**config.mk**
```make
export PLATFORM = sky130hd
export DESIGN_NAME = alu_exec_ctrl_flat
export DESIGN_NICKNAME = d
export VERILOG_FILES = /design/src/rtl/alu_exec_ctrl_if.sv /design/src/rtl/alu_exec_ctrl.sv /design/src/flat_wrapper.sv
export SDC_FILE = /design/constraint.sdc
export NUM_CORES = 1
export LEC_CHECK = 0
export ABC_AREA = 1
export BUFFER_PORTS_ARGS = -buffer_cell sky130_fd_sc_hd__buf_2
export CORE_UTILIZATION = 41
export DETAILED_ROUTE_END_ITERATION = 10
export PLACE_DENSITY_LB_ADDON = 0.3
export SETUP_SLACK_MARGIN = 0.3
export SYNTH_ARGS = -nofsm -noshare
export SYNTH_HDL_FRONTEND = slang
export SYNTH_SLANG_ARGS = --single-unit
```
**constraint.sdc**
```tcl
create_clock -name clk -period 3.65 [get_ports clk]
set_input_delay 0.73 -clock clk [delete_from_list [all_inputs] [get_ports clk]]
set_output_delay 0.73 -clock clk [all_outputs]
set_load 0.01 [all_outputs]
```
**src/rtl/alu_exec_ctrl_if.sv**
```systemverilog
// Bundle of the decode-side request/response and ALU-side signals of the execute sequencer.
// The sequencer connects through the slave modport; the driving environment uses master.
interface alu_exec_ctrl_if;
    logic        start;
    logic [1:0]  opcode;
    logic [1:0]  cond;
    logic        set_flags;
    logic [15:0] rega;
    logic [15:0] regb;
    logic [15:0] alu_out;
    logic        z_val;
    logic [1:0]  control_bit;
    logic [15:0] alu_in_1;
    logic [15:0] alu_in_2;
    logic [15:0] result;
    logic        wr_en;
    logic        done;
    logic        busy;
    logic        c_flag;
    logic        z_flag;

    modport slave (
        input  start, opcode, cond, set_flags, rega, regb, alu_out, z_val,
        output control_bit, alu_in_1, alu_in_2, result, wr_en, done, busy,
               c_flag, z_flag
    );

    modport master (
        output start, opcode, cond, set_flags, rega, regb, alu_out, z_val,
        input  control_bit, alu_in_1, alu_in_2, result, wr_en, done, busy,
               c_flag, z_flag
    );
endinterface

```
**src/rtl/alu_exec_ctrl.sv**
```systemverilog
// Two-cycle execute sequencer (IDLE/EXEC/WB) feeding a 16-bit ALU, owning the C/Z
// flags and issuing a conditional write-back strobe with a done pulse.
module alu_exec_ctrl (
    input  logic           clk,
    input  logic           rst_n,
    alu_exec_ctrl_if.slave bus
);

    typedef enum logic [1:0] {
        IDLE = 2'd0,
        EXEC = 2'd1,
        WB   = 2'd2
    } state_t;

    localparam logic [1:0] OP_ADD      = 2'b00;
    localparam logic [1:0] OP_SUB      = 2'b01;
    localparam logic [1:0] COND_ALWAYS = 2'b00;
    localparam logic [1:0] COND_C      = 2'b01;
    localparam logic [1:0] COND_Z      = 2'b10;

    // Carry is derived from the operands rather than taken from the ALU.
    function automatic logic carry_of(input logic [1:0] op,
                                      input logic [15:0] a,
                                      input logic [15:0] b);
        logic [16:0] sum;
        sum = {1'b0, a} + {1'b0, b};
        case (op)
            OP_ADD:  return sum[16];
            OP_SUB:  return (a < b);
            default: return 1'b0;
        endcase
    endfunction

    function automatic logic cond_met(input logic [1:0] cnd,
                                      input logic       c,
                                      input logic       z);
        case (cnd)
            COND_ALWAYS: return 1'b1;
            COND_C:      return c;
            COND_Z:      return z;
            default:     return 1'b0;
        endcase
    endfunction

    function automatic logic [1:0] ctrl_of(input logic [1:0] op);
        if (op[1]) return 2'b10;
        return {1'b0, op[0]};
    endfunction

    state_t      state_q, state_d;
    logic [15:0] t1_q, t2_q;
    logic [1:0]  op_q, cond_q;
    logic        set_flags_q;
    logic [15:0] result_q;
    logic        c_q, z_q;
    logic        wr_en_q, done_q, busy_q;

    logic        accept;
    logic        in_exec;
    logic        cond_ok;
    logic        flag_upd;
    logic        carry;

    assign accept   = bus.start && ((state_q == IDLE) || (state_q == WB));
    assign in_exec  = (state_q == EXEC);
    assign cond_ok  = cond_met(cond_q, c_q, z_q);
    assign flag_upd = in_exec && cond_ok && set_flags_q;
    assign carry    = carry_of(op_q, t1_q, t2_q);

    always_comb begin
        state_d = state_q;
        case (state_q)
            IDLE:    if (bus.start) state_d = EXEC;
            EXEC:    state_d = WB;
            WB:      state_d = bus.start ? EXEC : IDLE;
            default: state_d = IDLE;
        endcase
    end

    always_ff @(posedge clk or negedge rst_n) begin
        if (!rst_n) begin
            state_q <= IDLE;
        end else begin
            state_q <= state_d;
        end
    end

    // Accept: operands and controls only change on entry to EXEC, so the ALU
    // drive below naturally holds its last value outside EXEC.
    always_ff @(posedge clk or negedge rst_n) begin
        if (!rst_n) begin
            t1_q        <= '0;
            t2_q        <= '0;
            op_q        <= '0;
            cond_q      <= '0;
            set_flags_q <= 1'b0;
        end else if (accept) begin
            t1_q        <= bus.rega;
            t2_q        <= bus.regb;
            op_q        <= bus.opcode;
            cond_q      <= bus.cond;
            set_flags_q <= bus.set_flags;
        end
    end

    // EXEC -> WB: capture the ALU result, update flags, raise the strobes.
    always_ff @(posedge clk or negedge rst_n) begin
        if (!rst_n) begin
            result_q <= '0;
            c_q      <= 1'b0;
            z_q      <= 1'b0;
            wr_en_q  <= 1'b0;
            done_q   <= 1'b0;
            busy_q   <= 1'b0;
        end else begin
            wr_en_q <= in_exec && cond_ok;
            done_q  <= in_exec;
            busy_q  <= (state_d != IDLE);
            if (in_exec) begin
                result_q <= bus.alu_out;
            end
            if (flag_upd) begin
                z_q <= bus.z_val;
                if ((op_q == OP_ADD) || (op_q == OP_SUB)) begin
                    c_q <= carry;
                end
            end
        end
    end

    assign bus.control_bit = ctrl_of(op_q);
    assign bus.alu_in_1    = t1_q;
    assign bus.alu_in_2    = t2_q;
    assign bus.result      = result_q;
    assign bus.wr_en       = wr_en_q;
    assign bus.done        = done_q;
    assign bus.busy        = busy_q;
    assign bus.c_flag      = c_q;
    assign bus.z_flag      = z_q;

endmodule

```
**src/flat_wrapper.sv**
```systemverilog
// flat-port wrapper written by rule: the top's interface ports become plain ports
module alu_exec_ctrl_flat 
  (clk, rst_n, bus_start, bus_opcode, bus_cond, bus_set_flags, bus_rega, bus_regb, bus_alu_out, bus_z_val, bus_control_bit, bus_alu_in_1, bus_alu_in_2, bus_result, bus_wr_en, bus_done, bus_busy, bus_c_flag, bus_z_flag);
  alu_exec_ctrl_if bus_i ();
  input  logic clk;
  input  logic rst_n;
  input wire logic [$bits(bus_i.start)-1:0] bus_start;
  input wire logic [$bits(bus_i.opcode)-1:0] bus_opcode;
  input wire logic [$bits(bus_i.cond)-1:0] bus_cond;
  input wire logic [$bits(bus_i.set_flags)-1:0] bus_set_flags;
  input wire logic [$bits(bus_i.rega)-1:0] bus_rega;
  input wire logic [$bits(bus_i.regb)-1:0] bus_regb;
  input wire logic [$bits(bus_i.alu_out)-1:0] bus_alu_out;
  input wire logic [$bits(bus_i.z_val)-1:0] bus_z_val;
  output wire logic [$bits(bus_i.control_bit)-1:0] bus_control_bit;
  output wire logic [$bits(bus_i.alu_in_1)-1:0] bus_alu_in_1;
  output wire logic [$bits(bus_i.alu_in_2)-1:0] bus_alu_in_2;
  output wire logic [$bits(bus_i.result)-1:0] bus_result;
  output wire logic [$bits(bus_i.wr_en)-1:0] bus_wr_en;
  output wire logic [$bits(bus_i.done)-1:0] bus_done;
  output wire logic [$bits(bus_i.busy)-1:0] bus_busy;
  output wire logic [$bits(bus_i.c_flag)-1:0] bus_c_flag;
  output wire logic [$bits(bus_i.z_flag)-1:0] bus_z_flag;
  assign bus_i.start = bus_start;
  assign bus_i.opcode = bus_opcode;
  assign bus_i.cond = bus_cond;
  assign bus_i.set_flags = bus_set_flags;
  assign bus_i.rega = bus_rega;
  assign bus_i.regb = bus_regb;
  assign bus_i.alu_out = bus_alu_out;
  assign bus_i.z_val = bus_z_val;
  assign bus_control_bit = bus_i.control_bit;
  assign bus_alu_in_1 = bus_i.alu_in_1;
  assign bus_alu_in_2 = bus_i.alu_in_2;
  assign bus_result = bus_i.result;
  assign bus_wr_en = bus_i.wr_en;
  assign bus_done = bus_i.done;
  assign bus_busy = bus_i.busy;
  assign bus_c_flag = bus_i.c_flag;
  assign bus_z_flag = bus_i.z_flag;
  alu_exec_ctrl u_core (.clk(clk), .rst_n(rst_n), .bus(bus_i));
endmodule
```
==> results.yml <==
routing:
  drt.antenna.violating_nets: 0
  drt_drc: 0
  drt_iter0_drc: 65
  firstDrtPassIters: 5
  routedWlPerCell_um: 11.3
  avg_vias_per_cell: 4.44
  num_vias: 2523
  finalWirelength_um: 6430
critical_path:
  cp.arrival_ns: 1.11
  cp_slowest_stage_delay_ns: 0.46
  critical_path.endpoint_type: "primary output"
  timing_worst_setup_path_type: "reg2out"
  cp_data_required_time_ns: 2.92
  worst-r2r-cell-count: 11
  crit_chain: "nor2_1, buf_2"
  timing.critical_path.fanout_max: 7
  critPathLaunchType: "flip-flop"
  worst_path_slowest_cell: "dfrtp_1"
logic_synthesis:
  postSynthRegisterBits: 59
  synth-seq-area-share: 0.501
  avgSynthCellArea_um2: 8.35
  yosysMostFrequentCell: "nand2_1"
  syn-cell-area_mm2: 0.00295
  yosys.cell_types.count: 21
  synthArstFlopShare: 1.00
  syn-num-nets: 440
  dominantRegCellSynth: "dfrtp_1"
  syn_inst: 353
  cell_accounting_for_the_most_synthesized_area: "dfrtp_1"
  synth_enable_flop_cells: 0
  synth_area_leaders: "dfrtp_1, nand2_1, ha_1"
  synth_top_area_frac: 0.501
  synth_commonest_cells: "nand2_1, dfrtp_1, inv_1"
  synth.yosys.warnings: 0
clocking:
  cts_num_sinks: 59
  cts.repair.resized: 0
  cts_root_buffer: "clkbuf_8"
  tritoncts.num_buffers: 9
  hold_buffers: 0
  clkLatencyLatePin_ns: 0.33
  h-tree-depth: 3
  clkSlewWorstSetupHoldPaths_ns: 0.07
  clk_path_buf_depth: 2
  cts_tree: "built"
  cts_setup_buffers: 0
global_routing:
  track_usage: 0.187
  use_met1: 0.233
  fraction_of_met2_tracks_used_by_global_routing: 0.297
  largest_net_degree_at_the_start_of_global_routing: 57
  met3_usage: 0.0590
  global_route_wire_length_before_repair_um: 10800
  grt_pass1_vias: 2405
  gr_overflow_total: 0
  grt_antenna_before_repair: 0
  grt-busiest-layer: "met2"
place:
  portBuffers: 111
  dp_worst_setup_slack_ns: 1.73
  postPlaceCellArea_mm2: 0.00359
  post-dp-hpwl_um: 4700
  gpl.final_weighted_congestion: 0.771
sta:
  postLayoutSetupSlackWorst_ns: 1.81
  worst-slew-pin-transition_ns: 0.998
  setup_viol: 0
  finalCritPeriodShare: 0.503
  hold_viol: 0
  timing.fmax_mhz: 545
  totalNegativeSetupSlack_ns: 0
  setup_repair_after_global_routing_missed_its_margin: "false"
  timing.max_slew.rel_slack: 0.335
  maxSlewViolCount: 0
  finClkSkew_ns: 0.00848
  final.min_clock_period_ns: 1.84
worst_hold_path:
  worst_hold_path_type: "reg2reg"
  timing.hold.worst_path_depth: 2
layout:
  syn_to_final_growth_pct: 29.0
  layout.nets: 554
  filler_cell_count_in_the_final_layout: 660
  finalInstanceArea_mm2: 0.00380
  post_route_cells_drive_above_1_share: 0.280
  antenna_cells_inserted: 0
floorplan:
  floorplan.die_area_mm2: 0.00753
  placementRows: 30
  floorplan.core_area_mm2: 0.00687
  floorplan.initialDensity: 0.429
  fp.dieW_um: 86.8
  io_pins: 112
  die_h_um: 86.8
status:
  run_status: "finished clean"
power_and_ir_drop:
  static-leakage-power_nw: 2.25
  worst_supply_voltage_drop_on_vdd_uv: 274
  power_density_mw_per_mm2: 513
run:
  timing.max_cap.violations: 0
==> placed cells by master, fill, tap and decap left out, types with 3 or more instances in the layout <==
cell and instances:
a21oi_1 10, nor3_1 3, dfrtp_1 59, inv_1 37, o21ai_0 22, clkbuf_8 9
nand2_1 153, buf_2 111, nand3_1 4, ha_1 30, nor2_1 12, buf_4 3
==> critical path, delay by kind of cell, from the launching register on <==
| family | cells | cell delay [ns] |
|---|---|---|
| buffers and inverters | 1 | 0.15 |
| flip-flops | 1 | 0.46 |
| AND/OR/NAND/NOR | 1 | 0.17 |
==> where the power goes <==
group / switching (mW) / internal, mW / total [mW]
Sequential: 0.0797 / 0.753 / 0.833
Combinational: 0.276 / 0.203 / 0.478
Clock: 0.257 / 0.383 / 0.639
==> cell type report <==
class | count | area (µm²) | share of cell area
well taps | 96 | 120 | 0.0316
flip-flops and latches | 59 | 1480 | 0.388
multi-input cells | 245 | 1280 | 0.336
clock buffers | 11 | 131 | 0.0345
repair buffers | 114 | 578 | 0.152
clock inverters | 5 | 77.6 | 0.0204
inverters | 38 | 143 | 0.0375
==> path summary, 6_finish.rpt <==
kind | from | to | slack, ns
min in group asynchronous | rst_n | u_core.bus.alu_in_2[4] | 0.57
worst min register to register | u_core.bus.result[8] | u_core.bus.result[8] | 0.48
worst max register to register | u_core.bus.alu_in_2[15] | u_core.bus.c_flag | 2.01
worst min-delay path | u_core.bus.result[8] | u_core.bus.result[8] | 0.48
worst max-delay path | u_core.op_q[1] | bus_control_bit[0] | 1.81
max in group asynchronous | rst_n | u_core.bus.result[1] | 2.32
==> metal layers <==
layer | part of all wire | vias to the layer above | wire length, µm
li1 | - | 1320 | -
met1 | 0.45 | 1103 | 2920
met2 | 0.45 | 87 | 2910
met3 | 0.077 | 13 | 493
met4 | 0.018 | 0 | 118
met5 | 0 | - | 0
==> kinds of logic (layout without fill, tap and decap cells) <==
logic type | Yosys count | count (layout) | synth area share
multiplexers | 1 | 1 | 0.00509
flip-flops | 59 | 59 | 0.501
AND/OR/NAND/NOR | 178 | 178 | 0.235
AO/OA/AOI/OAI | 36 | 36 | 0.0662
adder cells (fa/ha/maj) | 30 | 30 | 0.127
buffers and inverters | 49 | 168 | 0.0658
==> per-stage QoR <==
stage	utilization	total power [mW]	std cells	hold slack, ns
6_report	0.554	1.95	568	0.481
5_1_grt	0.554	2.09	568	0.505
4_1_cts	0.554	1.97	568	0.483
3_5_place_dp	0.523	1.33	552	0.460
3_3_place_gp	0.523	1.31	552	0.459
2_1_floorplan	-	1.12	353	0.434
==> registers in the layout, summed over array words and instances, names as in the netlist <==
register,cells
u_core.bus.wr_en,1
u_core.bus.done,1
u_core.bus.z_flag,1
u_core.set_flags_q,1
u_core.bus.c_flag,1
u_core.op_q,2
u_core.cond_q,2
u_core.state_q,1
u_core.bus.alu_in_2,16
u_core.bus.result,16
u_core.bus.busy,1
u_core.bus.alu_in_1,16
Power figures use the tool's default switching activity.
